File: src/rtl/alu_share_if.sv
`default_nettype none
// ============================================================================
// Module      : alu_share_if
// Description : Bundle of the two request channels, the shared response
//               channel and the ALU drive/return signals of
//               alu_share_arbiter.
//               slave  - arbiter side (accepts requests, drives ALU/response)
//               master - environment side (requesters, consumer, ALU)
// Ports       : req0_*/req1_* : valid/ready request channels (a, b, op)
//               resp_*        : valid/ready response channel (id, result,
//                               zero, err)
//               alu_*         : operand/control drive and result/zero return
// Revision    : 1.0 - initial release
// ============================================================================
interface alu_share_if #(
    parameter int WIDTH = 32
);
    logic             req0_valid;
    logic             req0_ready;
    logic [WIDTH-1:0] req0_a;
    logic [WIDTH-1:0] req0_b;
    logic [2:0]       req0_op;

    logic             req1_valid;
    logic             req1_ready;
    logic [WIDTH-1:0] req1_a;
    logic [WIDTH-1:0] req1_b;
    logic [2:0]       req1_op;

    logic             resp_valid;
    logic             resp_ready;
    logic             resp_id;
    logic [WIDTH-1:0] resp_result;
    logic             resp_zero;
    logic             resp_err;

    logic [WIDTH-1:0] alu_src_a;
    logic [WIDTH-1:0] alu_src_b;
    logic [2:0]       alu_ctrl;
    logic [WIDTH-1:0] alu_result;
    logic             alu_zero;

    modport slave (
        input  req0_valid, req0_a, req0_b, req0_op,
        output req0_ready,
        input  req1_valid, req1_a, req1_b, req1_op,
        output req1_ready,
        output resp_valid, resp_id, resp_result, resp_zero, resp_err,
        input  resp_ready,
        output alu_src_a, alu_src_b, alu_ctrl,
        input  alu_result, alu_zero
    );

    modport master (
        output req0_valid, req0_a, req0_b, req0_op,
        input  req0_ready,
        output req1_valid, req1_a, req1_b, req1_op,
        input  req1_ready,
        input  resp_valid, resp_id, resp_result, resp_zero, resp_err,
        output resp_ready,
        input  alu_src_a, alu_src_b, alu_ctrl,
        output alu_result, alu_zero
    );
endinterface
`default_nettype wire

File: src/rtl/alu_share_arbiter.sv
`default_nettype none
// ============================================================================
// Module      : alu_share_arbiter
// Description : Round-robin arbiter sharing one combinational ALU between two
//               requesters. A request is accepted in IDLE, the ALU is driven
//               from the latched operands for one cycle (EXEC), and the
//               captured result is presented on the response channel (RESP)
//               until consumed. One operation is in flight at a time.
// Ports       : clk   - rising-edge clock
//               rst_n - asynchronous active-low reset
//               bus   - alu_share_if.slave (request, response, ALU signals)
// Revision    : 1.0 - initial release
// ============================================================================
module alu_share_arbiter #(
    parameter int       WIDTH  = 32,
    parameter logic [2:0] OP_AND = 3'b000,
    parameter logic [2:0] OP_OR  = 3'b001,
    parameter logic [2:0] OP_ADD = 3'b010,
    parameter logic [2:0] OP_SUB = 3'b110,
    parameter logic [2:0] OP_SLT = 3'b111
) (
    input  logic        clk,
    input  logic        rst_n,
    alu_share_if.slave  bus
);

    typedef enum logic [1:0] {
        IDLE = 2'd0,
        EXEC = 2'd1,
        RESP = 2'd2
    } state_t;

    state_t           state_q, state_d;
    logic             prio_q, prio_d;
    logic [WIDTH-1:0] op_a_q, op_a_d;
    logic [WIDTH-1:0] op_b_q, op_b_d;
    logic [2:0]       op_code_q, op_code_d;
    logic             op_id_q, op_id_d;
    logic             err_q, err_d;
    logic [WIDTH-1:0] res_q, res_d;
    logic             zero_q, zero_d;
    logic             resp_id_q, resp_id_d;
    logic             resp_err_q, resp_err_d;

    logic             grant0;
    logic             grant1;

    function automatic logic op_legal(input logic [2:0] op);
        return (op == OP_AND) || (op == OP_OR) || (op == OP_ADD) ||
               (op == OP_SUB) || (op == OP_SLT);
    endfunction

    // A lone valid wins outright; on a tie prio_q picks the requester.
    assign grant0 = bus.req0_valid && (!bus.req1_valid || !prio_q);
    assign grant1 = bus.req1_valid && (!bus.req0_valid ||  prio_q);

    assign bus.req0_ready = (state_q == IDLE) && grant0;
    assign bus.req1_ready = (state_q == IDLE) && grant1;

    // ALU drive always reflects the latched request; an illegal code is
    // replaced by AND so the ALU never sees an undefined control value.
    assign bus.alu_src_a = op_a_q;
    assign bus.alu_src_b = op_b_q;
    assign bus.alu_ctrl  = err_q ? OP_AND : op_code_q;

    assign bus.resp_valid  = (state_q == RESP);
    assign bus.resp_id     = resp_id_q;
    assign bus.resp_result = res_q;
    assign bus.resp_zero   = zero_q;
    assign bus.resp_err    = resp_err_q;

    always_comb begin
        state_d    = state_q;
        prio_d     = prio_q;
        op_a_d     = op_a_q;
        op_b_d     = op_b_q;
        op_code_d  = op_code_q;
        op_id_d    = op_id_q;
        err_d      = err_q;
        res_d      = res_q;
        zero_d     = zero_q;
        resp_id_d  = resp_id_q;
        resp_err_d = resp_err_q;

        case (state_q)
            IDLE: begin
                if (grant0) begin
                    op_a_d    = bus.req0_a;
                    op_b_d    = bus.req0_b;
                    op_code_d = bus.req0_op;
                    op_id_d   = 1'b0;
                    err_d     = !op_legal(bus.req0_op);
                    state_d   = EXEC;
                end else if (grant1) begin
                    op_a_d    = bus.req1_a;
                    op_b_d    = bus.req1_b;
                    op_code_d = bus.req1_op;
                    op_id_d   = 1'b1;
                    err_d     = !op_legal(bus.req1_op);
                    state_d   = EXEC;
                end
            end
            EXEC: begin
                res_d      = err_q ? '0   : bus.alu_result;
                zero_d     = err_q ? 1'b0 : bus.alu_zero;
                resp_id_d  = op_id_q;
                resp_err_d = err_q;
                state_d    = RESP;
            end
            RESP: begin
                if (bus.resp_ready) begin
                    // The requester just served drops to low priority.
                    prio_d  = ~op_id_q;
                    state_d = IDLE;
                end
            end
            default: state_d = IDLE;
        endcase
    end

    always_ff @(posedge clk or negedge rst_n) begin
        if (!rst_n) begin
            state_q    <= IDLE;
            prio_q     <= 1'b0;
            op_a_q     <= '0;
            op_b_q     <= '0;
            op_code_q  <= OP_AND;
            op_id_q    <= 1'b0;
            err_q      <= 1'b0;
            res_q      <= '0;
            zero_q     <= 1'b0;
            resp_id_q  <= 1'b0;
            resp_err_q <= 1'b0;
        end else begin
            state_q    <= state_d;
            prio_q     <= prio_d;
            op_a_q     <= op_a_d;
            op_b_q     <= op_b_d;
            op_code_q  <= op_code_d;
            op_id_q    <= op_id_d;
            err_q      <= err_d;
            res_q      <= res_d;
            zero_q     <= zero_d;
            resp_id_q  <= resp_id_d;
            resp_err_q <= resp_err_d;
        end
    end

endmodule
`default_nettype wire

File: src/flat_wrapper.sv
// flat-port wrapper written by rule: the top's interface ports become plain ports
module alu_share_arbiter_flat 
#(
    parameter int       WIDTH  = 32,
    parameter logic [2:0] OP_AND = 3'b000,
    parameter logic [2:0] OP_OR  = 3'b001,
    parameter logic [2:0] OP_ADD = 3'b010,
    parameter logic [2:0] OP_SUB = 3'b110,
    parameter logic [2:0] OP_SLT = 3'b111
)
  (clk, rst_n, bus_req0_valid, bus_req0_a, bus_req0_b, bus_req0_op, bus_req0_ready, bus_req1_valid, bus_req1_a, bus_req1_b, bus_req1_op, bus_req1_ready, bus_resp_valid, bus_resp_id, bus_resp_result, bus_resp_zero, bus_resp_err, bus_resp_ready, bus_alu_src_a, bus_alu_src_b, bus_alu_ctrl, bus_alu_result, bus_alu_zero);
  alu_share_if #(.WIDTH(WIDTH)) bus_i ();
  input  logic clk;
  input  logic rst_n;
  input wire logic [$bits(bus_i.req0_valid)-1:0] bus_req0_valid;
  input wire logic [$bits(bus_i.req0_a)-1:0] bus_req0_a;
  input wire logic [$bits(bus_i.req0_b)-1:0] bus_req0_b;
  input wire logic [$bits(bus_i.req0_op)-1:0] bus_req0_op;
  output wire logic [$bits(bus_i.req0_ready)-1:0] bus_req0_ready;
  input wire logic [$bits(bus_i.req1_valid)-1:0] bus_req1_valid;
  input wire logic [$bits(bus_i.req1_a)-1:0] bus_req1_a;
  input wire logic [$bits(bus_i.req1_b)-1:0] bus_req1_b;
  input wire logic [$bits(bus_i.req1_op)-1:0] bus_req1_op;
  output wire logic [$bits(bus_i.req1_ready)-1:0] bus_req1_ready;
  output wire logic [$bits(bus_i.resp_valid)-1:0] bus_resp_valid;
  output wire logic [$bits(bus_i.resp_id)-1:0] bus_resp_id;
  output wire logic [$bits(bus_i.resp_result)-1:0] bus_resp_result;
  output wire logic [$bits(bus_i.resp_zero)-1:0] bus_resp_zero;
  output wire logic [$bits(bus_i.resp_err)-1:0] bus_resp_err;
  input wire logic [$bits(bus_i.resp_ready)-1:0] bus_resp_ready;
  output wire logic [$bits(bus_i.alu_src_a)-1:0] bus_alu_src_a;
  output wire logic [$bits(bus_i.alu_src_b)-1:0] bus_alu_src_b;
  output wire logic [$bits(bus_i.alu_ctrl)-1:0] bus_alu_ctrl;
  input wire logic [$bits(bus_i.alu_result)-1:0] bus_alu_result;
  input wire logic [$bits(bus_i.alu_zero)-1:0] bus_alu_zero;
  assign bus_i.req0_valid = bus_req0_valid;
  assign bus_i.req0_a = bus_req0_a;
  assign bus_i.req0_b = bus_req0_b;
  assign bus_i.req0_op = bus_req0_op;
  assign bus_req0_ready = bus_i.req0_ready;
  assign bus_i.req1_valid = bus_req1_valid;
  assign bus_i.req1_a = bus_req1_a;
  assign bus_i.req1_b = bus_req1_b;
  assign bus_i.req1_op = bus_req1_op;
  assign bus_req1_ready = bus_i.req1_ready;
  assign bus_resp_valid = bus_i.resp_valid;
  assign bus_resp_id = bus_i.resp_id;
  assign bus_resp_result = bus_i.resp_result;
  assign bus_resp_zero = bus_i.resp_zero;
  assign bus_resp_err = bus_i.resp_err;
  assign bus_i.resp_ready = bus_resp_ready;
  assign bus_alu_src_a = bus_i.alu_src_a;
  assign bus_alu_src_b = bus_i.alu_src_b;
  assign bus_alu_ctrl = bus_i.alu_ctrl;
  assign bus_i.alu_result = bus_alu_result;
  assign bus_i.alu_zero = bus_alu_zero;
  alu_share_arbiter #(.WIDTH(WIDTH), .OP_AND(OP_AND), .OP_OR(OP_OR), .OP_ADD(OP_ADD), .OP_SUB(OP_SUB), .OP_SLT(OP_SLT)) u_core (.clk(clk), .rst_n(rst_n), .bus(bus_i));
endmodule
File: config.mk
export PLATFORM = sky130hd
export DESIGN_NAME = alu_share_arbiter_flat
export DESIGN_NICKNAME = d
export VERILOG_FILES = /design/src/rtl/alu_share_if.sv /design/src/rtl/alu_share_arbiter.sv /design/src/flat_wrapper.sv
export SDC_FILE = /design/constraint.sdc
export NUM_CORES = 1
export LEC_CHECK = 0
export CORE_ASPECT_RATIO = 2
export CORE_MARGIN = 3
export CORE_UTILIZATION = 44
export CTS_CLUSTER_SIZE = 8
export DETAILED_ROUTE_END_ITERATION = 10
export GPL_TIMING_DRIVEN = 1
export PLACE_DENSITY = 0.87
export SETUP_SLACK_MARGIN = 0.02
export SYNTH_ARGS = -nofsm -noshare
export SYNTH_HDL_FRONTEND = slang
export SYNTH_SLANG_ARGS = --single-unit
File: constraint.sdc
create_clock -name clk -period 3.3 [get_ports clk]
set_input_delay 0.66 -clock clk [delete_from_list [all_inputs] [get_ports clk]]
set_output_delay 0.66 -clock clk [all_outputs]
set_load 0.005 [all_outputs]
==> results.md, run 1 <==
* Post-DP HPWL at about 12,000 um
* Upper clock frequency limit at ~370 MHz
* Seq/Total Area, Yosys at a little under half
* Top FF cell, synth: dfrtp_1
* Hold Violations, Final at 0
* Io pins at 277
* Setup bufs post-CTS at 0
* Antenna cell count at 0
* Die Area at 0.01420 mm2
* CP startpoint kind: input pin
* RSZ-0062 raised after global routing: no
* Vias in the first global route at 4,568
* Top post-synthesis cells by area: dfrtp_1 (48%), mux2_4 (35%), nand2b_1 (3.9%), o21ai_0 (2.8%), buf_12 (2.5%)
* Worst-Margin Slew at approximately 0.67 ns
* Crit Path Max Fanout at 4
* Slew Limit Fails at 0
* 1st-pass router iterations at 4
* Place WS at between 0.5 and 0.6 ns
* Average cell area after synthesis at 14.14 um2
* Clock root buffer: clkbuf_16
* Post-synth ARST share at 100.0%
* Mapped Nets at ~570
* FF-to-FF End: u_core.bus.alu_src_b[22]
* Clk slew on worst S/H paths at ~0.07 ns
* Clk sink count at roughly 110
* CTS resizes at 0
* Worst Setup Slack, final at between 0.5 and 0.6 ns
* Die span in y at ~170 um
* Crit path kind: in2out
* Num CTS Buffers at 9
* Antenna violations before repair at 0
* Drt initial violations at 122
* Hold-fix buffers, CTS at 0
* HP Class: in2async
* Cell area power density at 820.9 mW/mm2
* VDD IR max at between 0.6 and 0.7 mV
* Worst-Skew Late Latency at 0.35 ns
* Post-synth EDFFs at 0
* I/O Buffers at 276
* Routed WL at between 15,000 and 20,000 um
* Seq cells post-synth at ~110
* GPL Wtd Cong at between 0.8 and 0.9
* Mapped cell area at 0.005600 mm2
* Fin nets at 835
* Via count at ~4,000
* Max_cap viols at 0
* Share of layout cells above drive strength 1 at 24.40%
* Final period utilization at just over 80%
* CP Capture Type: primary output
* Yosys cell types at 24
* Bufs on Longest Clock Path at 2
* WL/cell at 18.85 um
* Post-route ant nets at 0
* Yosys top cell area share at 47.81%
* Final setup TNS at 0 ns
* Final setup viols at 0
* Leak pwr at roughly 0.004 uW
* Total grt overflow at 0
* Max transition margin at 55.40%
* Die W at 85.78 um
* Initial Util at between 40% and 50%
* Row cnt at 57
* Cell taking the most area after synthesis: dfrtp_1
* DR vias/cell at between 5 and 6
* Required @ worst endpoint at 2.64 ns
* GRT Util Overall at 21.64%
* Area delta synth->final at 55.52%
* Status: finished, final reports clean
* # H-tree levels at 3
* Syn Inst Count at slightly below 400
* Most instantiated cells after synthesis: mux2_4 (130), dfrtp_1 (107), nand2_1 (36), nand2b_1 (35), o21ai_0 (31)
* Worst Path Arrival at about 2.0 ns
* Most frequent cell after synthesis: mux2_4
* Largest net degree at the start of global routing at 57
* Worst Skew at 0.01083 ns
* TritonCTS clock tree: yes
* First-pass GRT wire length at between 20,000 and 25,000 um
* Core Area at about 0.012 mm2
* Filler cells at 860
* Synth Warn # at 0
* Reg2reg start: u_core.state_q[0]
* Min cycle time layout at 2.700 ns
* # DRC at 0
* R2R Setup Slk at 1.36 ns
* Reg2Reg Depth at 5
-- layout make-up --
class | instances | area (um2) | share of cell area, %
tap | 147 | 183.9 | 2.112
clock inverter | 6 | 78.83 | 0.9050
clock buffer | 10 | 229.0 | 2.629
timing repair buffer | 283 | 2850 | 32.73
inverter | 3 | 13.76 | 0.1580
multi-input combinational | 259 | 2676 | 30.73
sequential | 107 | 2678 | 30.74
-- power breakdown --
part           switching (uW)  internal (uW)
Combinational            1250           2420
Clock                     508            609
Sequential                395           1960
-- worst max-delay path: stages --
cell	delay, ns
clkdlybuf4s50_1	0.52
a21boi_4	0.23
and2_1	0.14
clkdlybuf4s50_1	0.49
-- state kept, by name, indices dropped and copies added (netlist names), 2 cells and up --
signal                  flops
u_core.bus.alu_src_a       32
u_core.bus.alu_src_b       32
u_core.bus.resp_result     32
u_core.op_code_q            3
u_core.state_q              2
-- stage by stage --
step	hold slack, ns	cells	power, uW	util [%]	cell area [um2]
after global placement	0.4651	799	5954	68.49	8402
after global routing	0.3802	815	7564	71.00	8710
final	0.3312	815	7150	71.00	8710
after CTS	0.3478	815	7244	71.00	8710
after detailed placement	0.4713	799	6088	68.49	8402
after floorplan	0.3644	396	4207	-	5600
-- logic make-up after synthesis --
group	count (synthesis)	synth area share, %
buffers and inverters	30	4.580
DFF	107	47.81
AOI/OAI and AO/OA	41	3.999
and+or+nand+nor	81	7.373
muxes	137	36.24
-- cell usage in the layout, fill, tap and decap left out, drive strengths merged --
cell	n
bufinv	1
mux2i	1
clkdlybuf4s50	275
and3b	1
nor2b	4
o31ai	1
o21ai	37
nand2	36
nor2	3
inv	8
buf	8
nand3b	1
a21boi	1
and2	1
nand2b	35
mux2	136
o211ai	1
o311ai	1
clkbuf	10
dfrtp	107
-- metal layers --
| layer | global-route usage [%] | wire, um |
|---|---|---|
| met1 | 22.85 | 5345 |
| met2 | 39.06 | 8380 |
| met4 | 12.18 | 771 |
| met3 | 4.717 | 863 |
| met5 | 0 | 0 |
-- worst max path at each step --
stage	from	endpoint	slack, ns	cells past startpoint
after CTS	bus_req0_valid	bus_req0_ready	0.60	4
after global placement	bus_req0_valid	bus_req0_ready	0.61	4
after global routing	bus_req0_valid	bus_req0_ready	0.57	4
final	bus_req0_valid	bus_req0_ready	0.60	4
after floorplan	bus_req0_valid	bus_req0_ready	1.35	4
after detailed placement	bus_req0_valid	u_core.bus.alu_src_b[22]	0.57	5
No activity file was read; power rests on OpenSTA's default activity.
==> inputs of run 2 (changes only) <==
--- a/config.mk
+++ b/config.mk
@@ -7,11 +7,11 @@
 export LEC_CHECK = 0
 export CORE_ASPECT_RATIO = 2
 export CORE_MARGIN = 3
-export CORE_UTILIZATION = 44
+export CORE_UTILIZATION = 37
 export CTS_CLUSTER_SIZE = 8
 export DETAILED_ROUTE_END_ITERATION = 10
 export GPL_TIMING_DRIVEN = 1
-export PLACE_DENSITY = 0.87
+export PLACE_DENSITY = 0.78
 export SETUP_SLACK_MARGIN = 0.02
 export SYNTH_ARGS = -nofsm -noshare
 export SYNTH_HDL_FRONTEND = slang
==> constraint.sdc (replaced) <==
create_clock -name clk -period 2.4 [get_ports clk]
set_input_delay 0.48 -clock clk [delete_from_list [all_inputs] [get_ports clk]]
set_output_delay 0.48 -clock clk [all_outputs]
set_load 0.005 [all_outputs]
==> results.md, run 2 (synthesis gave the netlist of run 1 again) <==
* Power Total at just under 10,000 uW
* Upper clock frequency limit at 429.5 MHz
* Num CTS Buffers at 9
* Core Area at 0.01482 mm2
* CP max stage delay at between 0.5 and 0.6 ns
* Max transition margin at between 60% and 70%
* Leak pwr at 0.003949 uW
* Routed WL at roughly 16,000 um
* Slew Limit Fails at 0
* Initial Util at 37.79%
* Drt initial violations at 66
* GRT Util Overall at between 10% and 20%
* Crit Path Max Fanout at 4
* Cell count along the critical path at 4
* Sw Pwr at between 2000 and 3000 uW
* First-pass GRT wire length at between 20,000 and 25,000 um
* CP Capture Type: primary output
* Die Area at ~0.017 mm2
* Hold-fix buffers, CTS at 0
* Commonest non-fill, non-tap cells in the layout: clkdlybuf4s50_1 (274), mux2_4 (130), dfrtp_1 (107), nand2_1 (36), nand2b_1 (34)
* DR vias/cell at 4.640
* Reg2reg start: u_core.state_q[0]
* Clock power share at about 14%
* Die W at 93.00 um
* Io pins at 277
* Crit. Startpoint: bus_req0_valid
* Max_cap viols at 0
* Min cycle time layout at about 2.3 ns
* Clock root buffer: clkbuf_16
* R2R Setup Slk at 0.56 ns
* Bufs on Longest Clock Path at 2
* CP dominant cell by count: clkdlybuf4s50_1
* Total grt overflow at 0
* Sequential share of power at 33.0%
* Worst Path Arrival at ~1.9 ns
* # DRC at 0
* CP startpoint kind: input pin
* RSZ-0062 raised after global routing: no
* CP cell instances: clkdlybuf4s50_1 > a21boi_4 > and2_1 > clkdlybuf4s50_1
* I/O Buffers at 276
* Setup bufs post-CTS at 0
* Antenna violations before repair at 0
* Top delay family on crit path: buffers and inverters
* Share of layout cells above drive strength 1 at 25.55%
* Fin cells at about 870
* Post-DP Area at 0.008574 mm2
* Filler cells at about 1,200
* # H-tree levels at 3
* CP bufs+invs at 2
* 1st-pass router iterations at 4
* Hold Violations, Final at 0
* Post-route ant nets at 0
* Most common cell after layout, fill and taps aside: clkdlybuf4s50_1
* Crit-path slowest cell: clkdlybuf4s50_1
* Area delta synth->final at 58.27%
* VDD IR max at ~0.73 mV
* Worst hold margin at about 0.14 ns
* Via count at about 4,000
* TritonCTS clock tree: yes
* Vias in the first global route at approximately 4,400
* FF-to-FF End: u_core.bus.alu_src_a[14]
* Inst Count DP at between 800 and 900
* GPL Wtd Cong at 0.8452
* Row cnt at 63
* Cell area power density at roughly 1100 mW/mm2
* Worst-Skew Late Latency at around 0.34 ns
* Internal Pwr Total at 6883 uW
* Clk sink count at about 110
* Reg2Reg Depth at 6
* Antenna cell count at 0
* Largest net degree at the start of global routing at 45
* Crit path kind: in2out
* Required @ worst endpoint at approximately 1.9 ns
* Logic pwr share at 52.5%
* Crit path capture: bus_req0_ready
* CTS resizes at 0
* Sw Share at between 20% and 30%
* Status: finished, final reports clean
* Die span in y at between 150 and 200 um
* WL/cell at around 18 um
* Clk slew on worst S/H paths at about 0.07 ns
* Post-DP HPWL at about 12,000 um
* Final setup viols at 0
* HP Class: in2async
* Worst-Margin Slew at ~0.58 ns
* Final setup TNS at 0 ns
* Worst Skew at ~0.0094 ns
* Fin nets at roughly 850
* Final period utilization at a little over nine tenths
* Fin area at 0.008864 mm2
[run 2: area by class of cell]
type / instances / area (um2) / area share [%]
clock buffer: 11 / 252.7 / 2.851
sequential: 107 / 2678 / 30.21
clock inverter: 4 / 33.78 / 0.3811
multi-input combinational: 259 / 2676 / 30.19
timing repair buffer: 293 / 2965 / 33.46
tap: 195 / 244.0 / 2.753
inverter: 3 / 13.76 / 0.1553
[run 2: power by group through the flow]
stage               Clock (uW)  Combinational (uW)  Sequential [uW]
floorplan                    0                2550             3240
global placement             0                5090             3230
detailed placement           0                5220             3250
CTS                       1480                5240             3250
global route              1540                5480             3370
finish                    1410                5150             3230
[run 2: stage by stage]
stage               utilization, %  worst slack [ns]
finish                       59.81           0.07164
detailed placement           57.86           0.02968
floorplan                        -            0.7666
global route                 59.81           0.02211
CTS                          59.79           0.02512
global placement             57.86           0.05478
[run 2: routing by layer]
layer,wire (um),global-route usage [%]
met2,8673,33.83
met4,659,9.336
met1,5395,19.45
met5,0,0
met3,782,3.559
[run 2: worst min path at each step]
stage	start	endpoint	slack [ns]	cells after the start
2_1_floorplan	rst_n	u_core.bus.alu_src_a[0]	0.18	0
3_3_place_gp	u_core.op_id_q	u_core.prio_q	0.45	1
3_5_place_dp	u_core.op_id_q	u_core.prio_q	0.46	1
4_1_cts	rst_n	u_core.bus.alu_src_a[23]	0.14	1
5_1_grt	rst_n	u_core.bus.resp_result[23]	0.17	1
6_report	rst_n	u_core.bus.resp_result[23]	0.14	1
==> RTL edit, RTL diff (flow settings as in run 2) <==
Make the reset (`rst_n`) synchronous in one clocked block. Comments in the files are not updated.
--- a/src/rtl/alu_share_arbiter.sv
+++ b/src/rtl/alu_share_arbiter.sv
@@ -119,5 +119,5 @@
     end
 
-    always_ff @(posedge clk or negedge rst_n) begin
+    always_ff @(posedge clk) begin
         if (!rst_n) begin
             state_q    <= IDLE;
Behaviour: differs if rst_n is asserted again (counterexample within 4 cycles, from zero or initial values and one cycle with rst_n low); with rst_n held inactive, the same outputs for 4 cycles.
==> RTL edit against run 2 <==
- via count up 31%
- wire length is 16% higher
- synthesized area is 14% lower
- sequential cell count is the same
- setup slack lost 0.0029 ns
- critical path type unchanged
- count of clock-buffer cells in the layout fell by 1
- final area is 10% lower
- non-clock buffer count shrank 1
- cell count grew 11%
Power is not compared: it rests on default switching activity, and its combinational part moved more than twofold at a synthesized area within 25%.
==> RTL edit: results (changes against run 2) <==
M1 WL = 6.36 mm (+18%)
worst hold start = u_core.bus.resp_result[26]$_SDFFE_PN0N_
hold endpoint = u_core.bus.resp_result[26]$_SDFFE_PN0N_
critical path arrival = 1.85 ns (about the same)
Clock Tree Root = clkbuf_16
FF-to-FF path depth = 4 (-2)
Main synth FF type = dfxtp_1
1st-iter DRT viols = 230 (+250%)
Fin Setup TNS = 0 ns (unchanged)
Tmin final = 2.33 ns (+0.00293 ns)
Netlist cell types = 28 (+17%)
vias in the first global route = 5,510 (+25%)
Reg-to-Reg Start = u_core.prio_q$_SDFFE_PN0P_
antenna violations before repair = 0 (unchanged)
largest net degree at the start of global routing = 73 (+62%)
GR Util met2 = 44.6% (+11 points)
Worst R2R Setup Slack = 0.55 ns
Setup Skew = 0.0131 ns (+0.00371 ns)
wire per inst = 18.6 um (+4.6%)
M3 GR Usage = 3.94% (+0.38 points)
DPL Wire Length = 13.3 mm (+6.3%)
list of most frequent post-synthesis cells = nand2_1, dfxtp_1, a21oi_1
first-pass GRT wire length = 27.5 mm (+15%)
port bufs = 276 (unchanged)
Synth area leaders = dfxtp_1, nand2_1, a21oi_1
GP Congestion = 0.850 (+0.56%)
post-DR vias/cell = 5.47 (+18%)
ys async rst share = 0% (-100 points)
number of CTS-inserted buffers = 9 (unchanged)
NumNets Final = 988 (+17%)
H-tree Lvls = 3 (unchanged)
worst min path class = flip-flop to flip-flop
post-synthesis net count = 746 (+31%)
Clock Pin Slew Worst Setup and Hold Paths = 0.07 ns (about the same)
Seq/Total Area, Yosys = 44.6% (-3.2 points)
met3 WL = 944 um (+21%)
Met2 Wirelength = 9.85 mm (+14%)
Worst-Margin Slew = 0.759 ns (+0.177 ns)
status = complete, no violations
Placement Setup Slack = -0.0648 ns (-0.0945 ns)
global routing usage on met1 = 24.8% (+5.4 points)
layout cells sized above 1 = 8.77% (-17 points)
Global Route Usage Sum = 24.0% (+5.5 points)
reg2reg end = u_core.bus.alu_src_b[17]$_SDFFE_PN0P_
number of setup buffers added after CTS = 0 (unchanged)
-- RTL edit: cells by family after synthesis --
logic type	after synthesis	share of synthesized area [%]
compound gates	177	28.2
buf+inv	63	5.81
flops	107	44.6
simple gates	226	21.3
mux	1	0.208
-- RTL edit: how the worst max path moves through the flow --
stage,to,startpoint,depth (start not counted)
floorplan,bus_req0_ready,bus_req0_valid,4
global placement,bus_req1_ready,bus_req1_valid,5
detailed placement,u_core.bus.alu_src_b[17]$_SDFFE_PN0P_,bus_req1_valid,5
CTS,bus_req1_ready,bus_req0_valid,5
global route,bus_req1_ready,bus_req0_valid,5
finish,bus_req0_ready,bus_req0_valid,4
-- RTL edit: worst max-delay path, stage by stage --
cell             delay (ns)
clkdlybuf4s50_1        0.52
a21bo_2                0.25
nor2_1                 0.10
clkdlybuf4s50_1        0.50
-- RTL edit: per-stage QoR --
step,util (%),hold WS (ns),instance area [um2],std cells
floorplan,-,0.444,4800,574
global placement,60.9,0.439,7700,955
detailed placement,60.9,0.444,7700,955
CTS,63.2,0.455,7980,971
global route,63.2,0.467,7980,971
finish,63.2,0.451,7980,971
-- RTL edit: repair_timing --
action,4_1_cts,5_1_grt
gates resized for setup,1,1
endpoints found under the hold margin,0,0
gates cloned,0,0
endpoints found under the setup margin,2,2
-- RTL edit: power breakdown --
group	internal [uW]	switching (uW)	total (uW)
clock	745	671	1420
sequential	1960	108	2070
combinational	812	606	1420
-- RTL edit: final cells by class --
cell class / count / area, um2
sequential: 107 / 2140
clock inverter: 6 / 45.0
multi-input combinational: 404 / 2400
tap: 150 / 188
timing repair buffer: 292 / 2960
fill: 1109 / 4650
clock buffer: 10 / 239
inverter: 2 / 8.76
